**src/rtl/feature_map_collector.sv**
```systemverilog
// Collects one 6x6 two-channel feature map, then replays it as a byte stream (ch0 pos 0..N-1, then ch1 pos 0..N-1).
// Latency: out_valid is set on the edge that captures the last pair; the first byte is offered in the following cycle.
// Backpressure: the byte index only advances on out_valid & out_ready. Input that arrives while draining is dropped and flags overflow.
//
// Ports:
//   clk, reset                  clock, synchronous active-high reset
//   in_valid, in_data_0/1       one channel pair per valid cycle
//   clear                       synchronous frame flush (below reset, above everything else)
//   out_valid/out_ready         byte handshake; out_data is the byte, out_last marks the final byte
//   frame_done                  one-cycle pulse after the final handshake
//   overflow                    sticky; set when input is dropped during drain
//   capture_count               pairs captured in the current frame
module feature_map_collector #(
    parameter int DATA_W  = 8,
    parameter int NUM_POS = 36,
    parameter int CNT_W   = 7
) (
    input  logic              clk,
    input  logic              reset,
    input  logic              in_valid,
    input  logic [DATA_W-1:0] in_data_0,
    input  logic [DATA_W-1:0] in_data_1,
    input  logic              clear,
    input  logic              out_ready,
    output logic              out_valid,
    output logic [DATA_W-1:0] out_data,
    output logic              out_last,
    output logic              frame_done,
    output logic              overflow,
    output logic [CNT_W-1:0]  capture_count
);

    localparam int IDX_W = $clog2(NUM_POS);
    localparam logic [CNT_W-1:0] LAST_CAP  = CNT_W'(NUM_POS - 1);
    localparam logic [CNT_W-1:0] LAST_BYTE = CNT_W'(2 * NUM_POS - 1);
    localparam logic [CNT_W-1:0] POS_CNT   = CNT_W'(NUM_POS);

    typedef enum logic {
        CAPTURE = 1'b0,
        DRAIN   = 1'b1
    } state_t;

    state_t             r_state;
    logic [CNT_W-1:0]   r_cnt;
    logic [CNT_W-1:0]   r_k;
    logic               r_out_valid;
    logic               r_frame_done;
    logic               r_overflow;

    logic [DATA_W-1:0]  r_buf0 [NUM_POS];
    logic [DATA_W-1:0]  r_buf1 [NUM_POS];

    logic               w_hs;
    logic               w_capture;
    logic               w_rd_hi;
    logic [IDX_W-1:0]   w_wr_idx;
    logic [IDX_W-1:0]   w_rd_idx;

    assign w_hs      = r_out_valid & out_ready;
    assign w_capture = (r_state == CAPTURE) & in_valid & ~reset & ~clear;
    assign w_wr_idx  = IDX_W'(r_cnt);

    // Bytes 0..N-1 come from channel 0, N..2N-1 from channel 1 at k-N.
    assign w_rd_hi   = (r_k >= POS_CNT);
    assign w_rd_idx  = IDX_W'(w_rd_hi ? (r_k - POS_CNT) : r_k);

    // Gated by out_valid so the byte lane reads zero outside DRAIN (buffer is never reset).
    assign out_data      = r_out_valid ? (w_rd_hi ? r_buf1[w_rd_idx] : r_buf0[w_rd_idx]) : '0;
    assign out_last      = r_out_valid & (r_k == LAST_BYTE);
    assign out_valid     = r_out_valid;
    assign frame_done    = r_frame_done;
    assign overflow      = r_overflow;
    assign capture_count = r_cnt;

    // Storage has no reset; only control state does.
    always_ff @(posedge clk) begin
        if (w_capture) begin
            r_buf0[w_wr_idx] <= in_data_0;
            r_buf1[w_wr_idx] <= in_data_1;
        end
    end

    always_ff @(posedge clk) begin
        if (reset) begin
            r_state      <= CAPTURE;
            r_cnt        <= '0;
            r_k          <= '0;
            r_out_valid  <= 1'b0;
            r_frame_done <= 1'b0;
            r_overflow   <= 1'b0;
        end else if (clear) begin
            r_state      <= CAPTURE;
            r_cnt        <= '0;
            r_k          <= '0;
            r_out_valid  <= 1'b0;
            r_frame_done <= 1'b0;
            r_overflow   <= 1'b0;
        end else begin
            r_frame_done <= 1'b0;
            case (r_state)
                CAPTURE: begin
                    if (in_valid) begin
                        r_cnt <= r_cnt + 1'b1;
                        if (r_cnt == LAST_CAP) begin
                            r_state     <= DRAIN;
                            r_out_valid <= 1'b1;
                        end
                    end
                end
                DRAIN: begin
                    if (in_valid) begin
                        r_overflow <= 1'b1;
                    end
                    if (w_hs) begin
                        if (r_k == LAST_BYTE) begin
                            r_state      <= CAPTURE;
                            r_cnt        <= '0;
                            r_k          <= '0;
                            r_out_valid  <= 1'b0;
                            r_frame_done <= 1'b1;
                        end else begin
                            r_k <= r_k + 1'b1;
                        end
                    end
                end
                default: begin
                    r_state <= CAPTURE;
                end
            endcase
        end
    end

endmodule
```
**config.mk**
```make
export PLATFORM = sky130hd
export DESIGN_NAME = feature_map_collector
export DESIGN_NICKNAME = d
export VERILOG_FILES = /design/src/rtl/feature_map_collector.sv
export SDC_FILE = /design/constraint.sdc
export NUM_CORES = 1
export LEC_CHECK = 0
export CORE_MARGIN = 2
export CORE_UTILIZATION = 45
export CTS_CLUSTER_DIAMETER = 80
export DETAILED_ROUTE_END_ITERATION = 16
export GPL_TIMING_DRIVEN = 0
export SLEW_MARGIN = 20
export SYNTH_ARGS = -nofsm -noshare
export SYNTH_HDL_FRONTEND = slang
export SYNTH_SLANG_ARGS = --single-unit
```
**constraint.sdc**
```tcl
create_clock -name clk -period 4 [get_ports clk]
set_clock_uncertainty 0.2 [all_clocks]
set_input_delay 0.4 -clock clk [delete_from_list [all_inputs] [get_ports clk]]
set_output_delay 0.4 -clock clk [all_outputs]
set_load 0.02 [all_outputs]
```
### Word-level counts from Yosys, hierarchy flattened

Memories as Yosys holds them, arrays and structs flattened.
Index checks and enable logic that the tools add are counted.
W data, S select, Z words.

* register bits after elaboration: 18
* memory bits (writable): 576
* bits of input ports: 21
* output and inout port bits: 19
* logic and storage cells: 54
* memories: 2

Memory list
* r_buf0: words 36, bits a word 8, read ports 1, clocked after Yosys merged registers in 0, wr ports 1, RTL line 50 `logic [DATA_W-1:0] r_buf0 [NUM_POS];`
* r_buf1: words 36, bits a word 8, read ports 1, clocked after Yosys merged registers in 0, wr ports 1, RTL line 51 `logic [DATA_W-1:0] r_buf1 [NUM_POS];`

* $add $sub $neg: 3
* magnitude comparators: 1
* eq/ne operators: 6
* multiplexer cells: 21
* bitwise logic cells: 9
* reductions and logical operators: 6

Operators by type and width (count)
* $mux W7: 4
* $mux W8: 2
* $add A7 B1 Y7 const B: 2
* $pmux W7 S2: 1
* $mux W1: 11
* $eq A7 B6 Y1 const B: 1
* $eq A7 B7 Y1 const B: 1
* $ge A7 B6 Y1 const B: 1
* $mux W6: 1
* $ne A2 B1 Y1 const B: 3
* $sub A6 B6 Y6 const B: 1
* $and A1 B1 Y1: 5
* $not A1 Y1: 4
* $pmux W1 S2: 2
* $reduce_and A2 Y1: 2
* $reduce_and A4 Y1: 1
* $reduce_or A4 Y1: 1
* $reduce_and A3 Y1: 1
* $ne A2 B2 Y1 const B: 1
* $reduce_or A2 Y1: 1

### Logic depth before layout (Yosys ltp)

* depth in word-level cells: 6
* mapped depth: 16
* mapped depth without buffers: 9

### Worst setup path before layout

No wires, ideal clock.

* kind: flip-flop to output port
* start point: register r_k[1]
* end point: output out_data[7]
* arrival time: 3833 ps
* required time: 3400 ps
* slack: -433 ps
* stages on the path, launching flop included: 14
* path through: dfxtp_1 buf_2 buf_2 buf_2 buf_2 inv_1 ha_1 a211o_1 a221oi_2 clkbuf_1 nand2_1 a211oi_1 a2111oi_0 a2111oi_0

* longest elaborated chain between the ends: 5

RTL lines
* start: declaration: RTL line 45 `logic [CNT_W-1:0] r_k;`
* start signal: assignment: RTL line 122 `r_k <= r_k + 1'b1;`
* $sub A6 B6 Y6 or $ge A7 B6 Y1 (tied branches): RTL line 65, 64
* $mux W6: RTL line 65 `assign w_rd_idx = IDX_W'(w_rd_hi ? (r_k - POS_CNT) : r_k);`
* $mem_v2 Z36 W8 (on tied branches)
* $mux W8 * (2 in series): RTL line 68 `assign out_data = r_out_valid ? (w_rd_hi ? r_buf1[w_rd_idx] : r_buf0[w_rd_idx]) : '0;`
* end: declaration: RTL line 26 `output logic [DATA_W-1:0] out_data,`

Mark *: on every way between the ends. The rest lies on a longest branch, timed or not.

### Final worst setup path

* start point: register r_k[0]
* end point: output out_data[5]

Same word-level chain as after synthesis.

==> flow_summary.json <==
{
  "criticalPathCategory": "reg2out",
  "fmax_mhz": 228,
  "vias": 13000,
  "period_needed_ns": 4.38,
  "r2r-start": "r_state",
  "num_io_pins": 40,
  "path_clk_slew_ns": 0.06,
  "p_leak_nw": 8.75,
  "hold_violations": 0,
  "multi_input_area_mm2": 0.00643,
  "layout_commonest_cell": "edfxtp_1",
  "max_slew_margin_pct": 35.5,
  "seq_area_mm2": 0.0177,
  "ys.flop_type": "edfxtp_1",
  "yosysTopAreaCellShare_pct": 73.3,
  "switching_share_pct": 19.8,
  "fin_crit_sh_pct": 109,
  "ys_seq_area_share_pct": 74.9,
  "fillers": 3935,
  "intPower_mw": 9.81,
  "highest_layer": "met4",
  "synth_edf_count": 576,
  "num_rows": 83,
  "grt_setup_unrepaired": "yes",
  "netlist_instances": 1251,
  "die-area_mm2": 0.0543,
  "pre_cts_ws_ns": -2.32,
  "syn_area_mm2": 0.0236,
  "ys_top_cells_by_area": "edfxtp_1, mux4_2, nand2_1",
  "setup_viol": 8,
  "mostFrequentLayoutCells": "edfxtp_1, nand2_1, mux4_2",
  "yosysUniqueCellTypes": 67,
  "syn_to_final_growth_pct": 20.0,
  "hold_path_class": "in2reg",
  "wl_met3_mm": 5.36,
  "grt_pass1_wl_mm": 91.0,
  "die_x_um": 233,
  "drt_iter0_drc": 1551,
  "synth_fp_nets": 1278,
  "layout_setup_ws_ns": -0.379,
  "fin_util_pct": 54.8,
  "yosysWarningCount": 0,
  "root_buffer": "clkbuf_16",
  "cp-start-kind": "flop",
  "clock_sinks": 594,
  "synth.largest_area_cell": "edfxtp_1",
  "ys_ff_latch": 594,
  "fp.dieH_um": 233,
  "arrival_ns": 3.78,
  "drc": 0,
  "worst_pin_slew_ns": 0.968,
  "clock_path_buffers": 3,
  "cp_slowest_stage_delay_ns": 0.56,
  "gp_congestion": 0.884,
  "drt-total-wl_mm": 64.1,
  "status": "complete, but fails checks",
  "clkLatencyLatePin_ns": 0.62,
  "nets": 1437,
  "power_frac_seq_pct": 55.8,
  "antenna_found_initial": 0,
  "violations": "negative setup slack",
  "drive_gt1_share_pct": 30.5,
  "gr-total-overflow": 0,
  "combPwrFrac_pct": 1.4,
  "cp.required_ns": 3.40,
  "grt_max_degree": 37,
  "ant_nets": 0,
  "timing.final.max_slew_violations": 0,
  "startpoint": "r_k[0]",
  "worstHoldStart": "in_data_1[4]",
  "core_region_area_mm2": 0.0516,
  "cp_cell_sequence": "buf_8, buf_12, clkinv_8, buf_12, ha_4, a21o_1, o21ai_2, nand2_4, buf_12, mux2i_1, mux4_2, a221o_1, a31oi_2, buf_4",
  "irDropWorstVdd_mv": 0.359,
  "cp_max_fo": 6,
  "power.switching_mw": 2.43,
  "initial_core_util_pct": 45.7,
  "route.met2.wl_mm": 29.9,
  "first_pass_iters": 5,
  "cpMostUsedCell": "buf_12",
  "tritoncts": "done",
  "cp_slowest_cell": "mux4_2",
  "postSynth.asyncResetShare_pct": 0,
  "avgRoutedWirePerCell_um": 30.0,
  "p_per_area_mw_per_mm2": 433,
  "maxCapViolCount": 0,
  "grtUsageTotal_pct": 24.0,
  "worstSetupEndpointType": "output pin",
  "detailedPlacementHpwl_mm": 39.8,
  "syn_area_per_cell_um2": 18.9,
  "wl_met1_mm": 26.9,
  "vias_per_cell": 6.06,
  "n_antenna_cell": 0,
  "numCtsBuffers": 60,
  "port_buffers": 39,
  "p_clk_share_pct": 42.8,
  "grt_pass1_vias": 12700,
  "cts-htree-levels": 2
}
## power groups by stage
stage | Combinational (mW) | Sequential (mW) | Clock [mW]
after floorplan | 0.0240 | 6.96 | 0
after global placement | 0.152 | 6.97 | 0
after detailed placement | 0.162 | 6.96 | 0
after CTS | 0.170 | 6.83 | 5.32
after global routing | 0.182 | 6.82 | 5.56
final | 0.171 | 6.83 | 5.24
## critical path: cells and delay by family, from the launching register on
kind,cells,cell delay (ns)
buffers and inverters,6,0.73
muxes,2,0.75
DFF,1,0.37
adders and majority gates,1,0.17
AOI/OAI and AO/OA,4,0.98
and+or+nand+nor,1,0.13
## worst paths after layout
| check | end | slack (ns) | cells past startpoint |
|---|---|---|---|
| max reg2reg | r_buf1[17][0] | 1.12 | 4 |
| min reg2reg | overflow | 0.28 | 2 |
| min | r_buf1[3][4] | 0.05 | 1 |
| max | out_data[5] | -0.38 | 14 |
## per-layer routing
| metal | GRT usage [%] | vias to the layer above |
|---|---|---|
| met5 | 0 | - |
| met4 | 6.89 | 0 |
| met3 | 5.50 | 116 |
| met2 | 37.2 | 590 |
| met1 | 34.3 | 6835 |
| li1 | - | 5418 |
## cell families (layout without fill, tap and decap cells)
group	after synthesis	in the layout	synth area share, %
buf+inv	68	274	1.45
fa+ha+maj	6	6	0.318
simple gates	278	278	5.24
flops	594	594	74.9
compound gates	126	126	3.81
xor+xnor	8	8	0.361
mux	171	171	14.0
## through the flow
step | setup TNS (ns) | hold WS (ns) | cells | cell area [um2] | total power, mW
2_1_floorplan | 0 | 0.292 | 1251 | 23700 | 6.99
3_3_place_gp | -22.58 | 0.255 | 1970 | 24900 | 7.12
3_5_place_dp | -16.34 | 0.268 | 1983 | 25300 | 7.12
4_1_cts | -2.75 | 0.0523 | 2127 | 28100 | 12.3
5_1_grt | -2.96 | 0.0524 | 2137 | 28300 | 12.6
6_report | -2.37 | 0.0543 | 2137 | 28300 | 12.2
## cells in the mapped netlist (3+ instances only)
cell type,instances
ha_1,6
buf_2,33
a31oi_1,8
a311oi_1,4
o221ai_1,5
mux2_2,7
a211oi_1,11
clkbuf_1,19
a2111oi_0,5
nor2b_1,6
mux4_1,6
mux2i_1,40
or2_2,3
mux4_2,118
nor3_1,3
or3_1,4
xnor2_1,4
dfxtp_1,18
o21a_1,4
a2111oi_1,3
a211o_1,4
o21ai_0,16
a21oi_1,29
buf_4,6
nand4_1,9
nand2_1,134
inv_1,4
o2111ai_1,3
and3_1,9
nand3_1,32
edfxtp_1,576
a22oi_1,7
buf_6,3
a32oi_1,7
o22ai_1,3
nor2_1,63
## registers in the layout, indices dropped and copies added (netlist names)
signal	count
r_buf0	288
r_buf1	288
capture_count	7
r_k	7
frame_done	1
out_valid	1
overflow	1
r_state	1
## layout make-up
cell class                 count  share of cell area, %
buffer                        61                   1.92
tap                          680                   3.01
inverter                       5                  0.137
clock buffer                  72                   5.54
sequential                   594                   62.4
timing repair buffer          99                   3.40
multi-input combinational    589                   22.7
clock inverter                37                  0.840
## repair_timing
item / 4_1_cts / 5_1_grt
pin swaps: 27 / 23
gates cloned: 1 / 0
setup endpoints to repair: 8 / 8
endpoints found under the hold margin: 8 / 0
hold buffers: 2 / 0
gates resized for setup: 190 / 42
buffers inserted: 33 / 11
No activity file was read; power rests on OpenSTA's default activity.
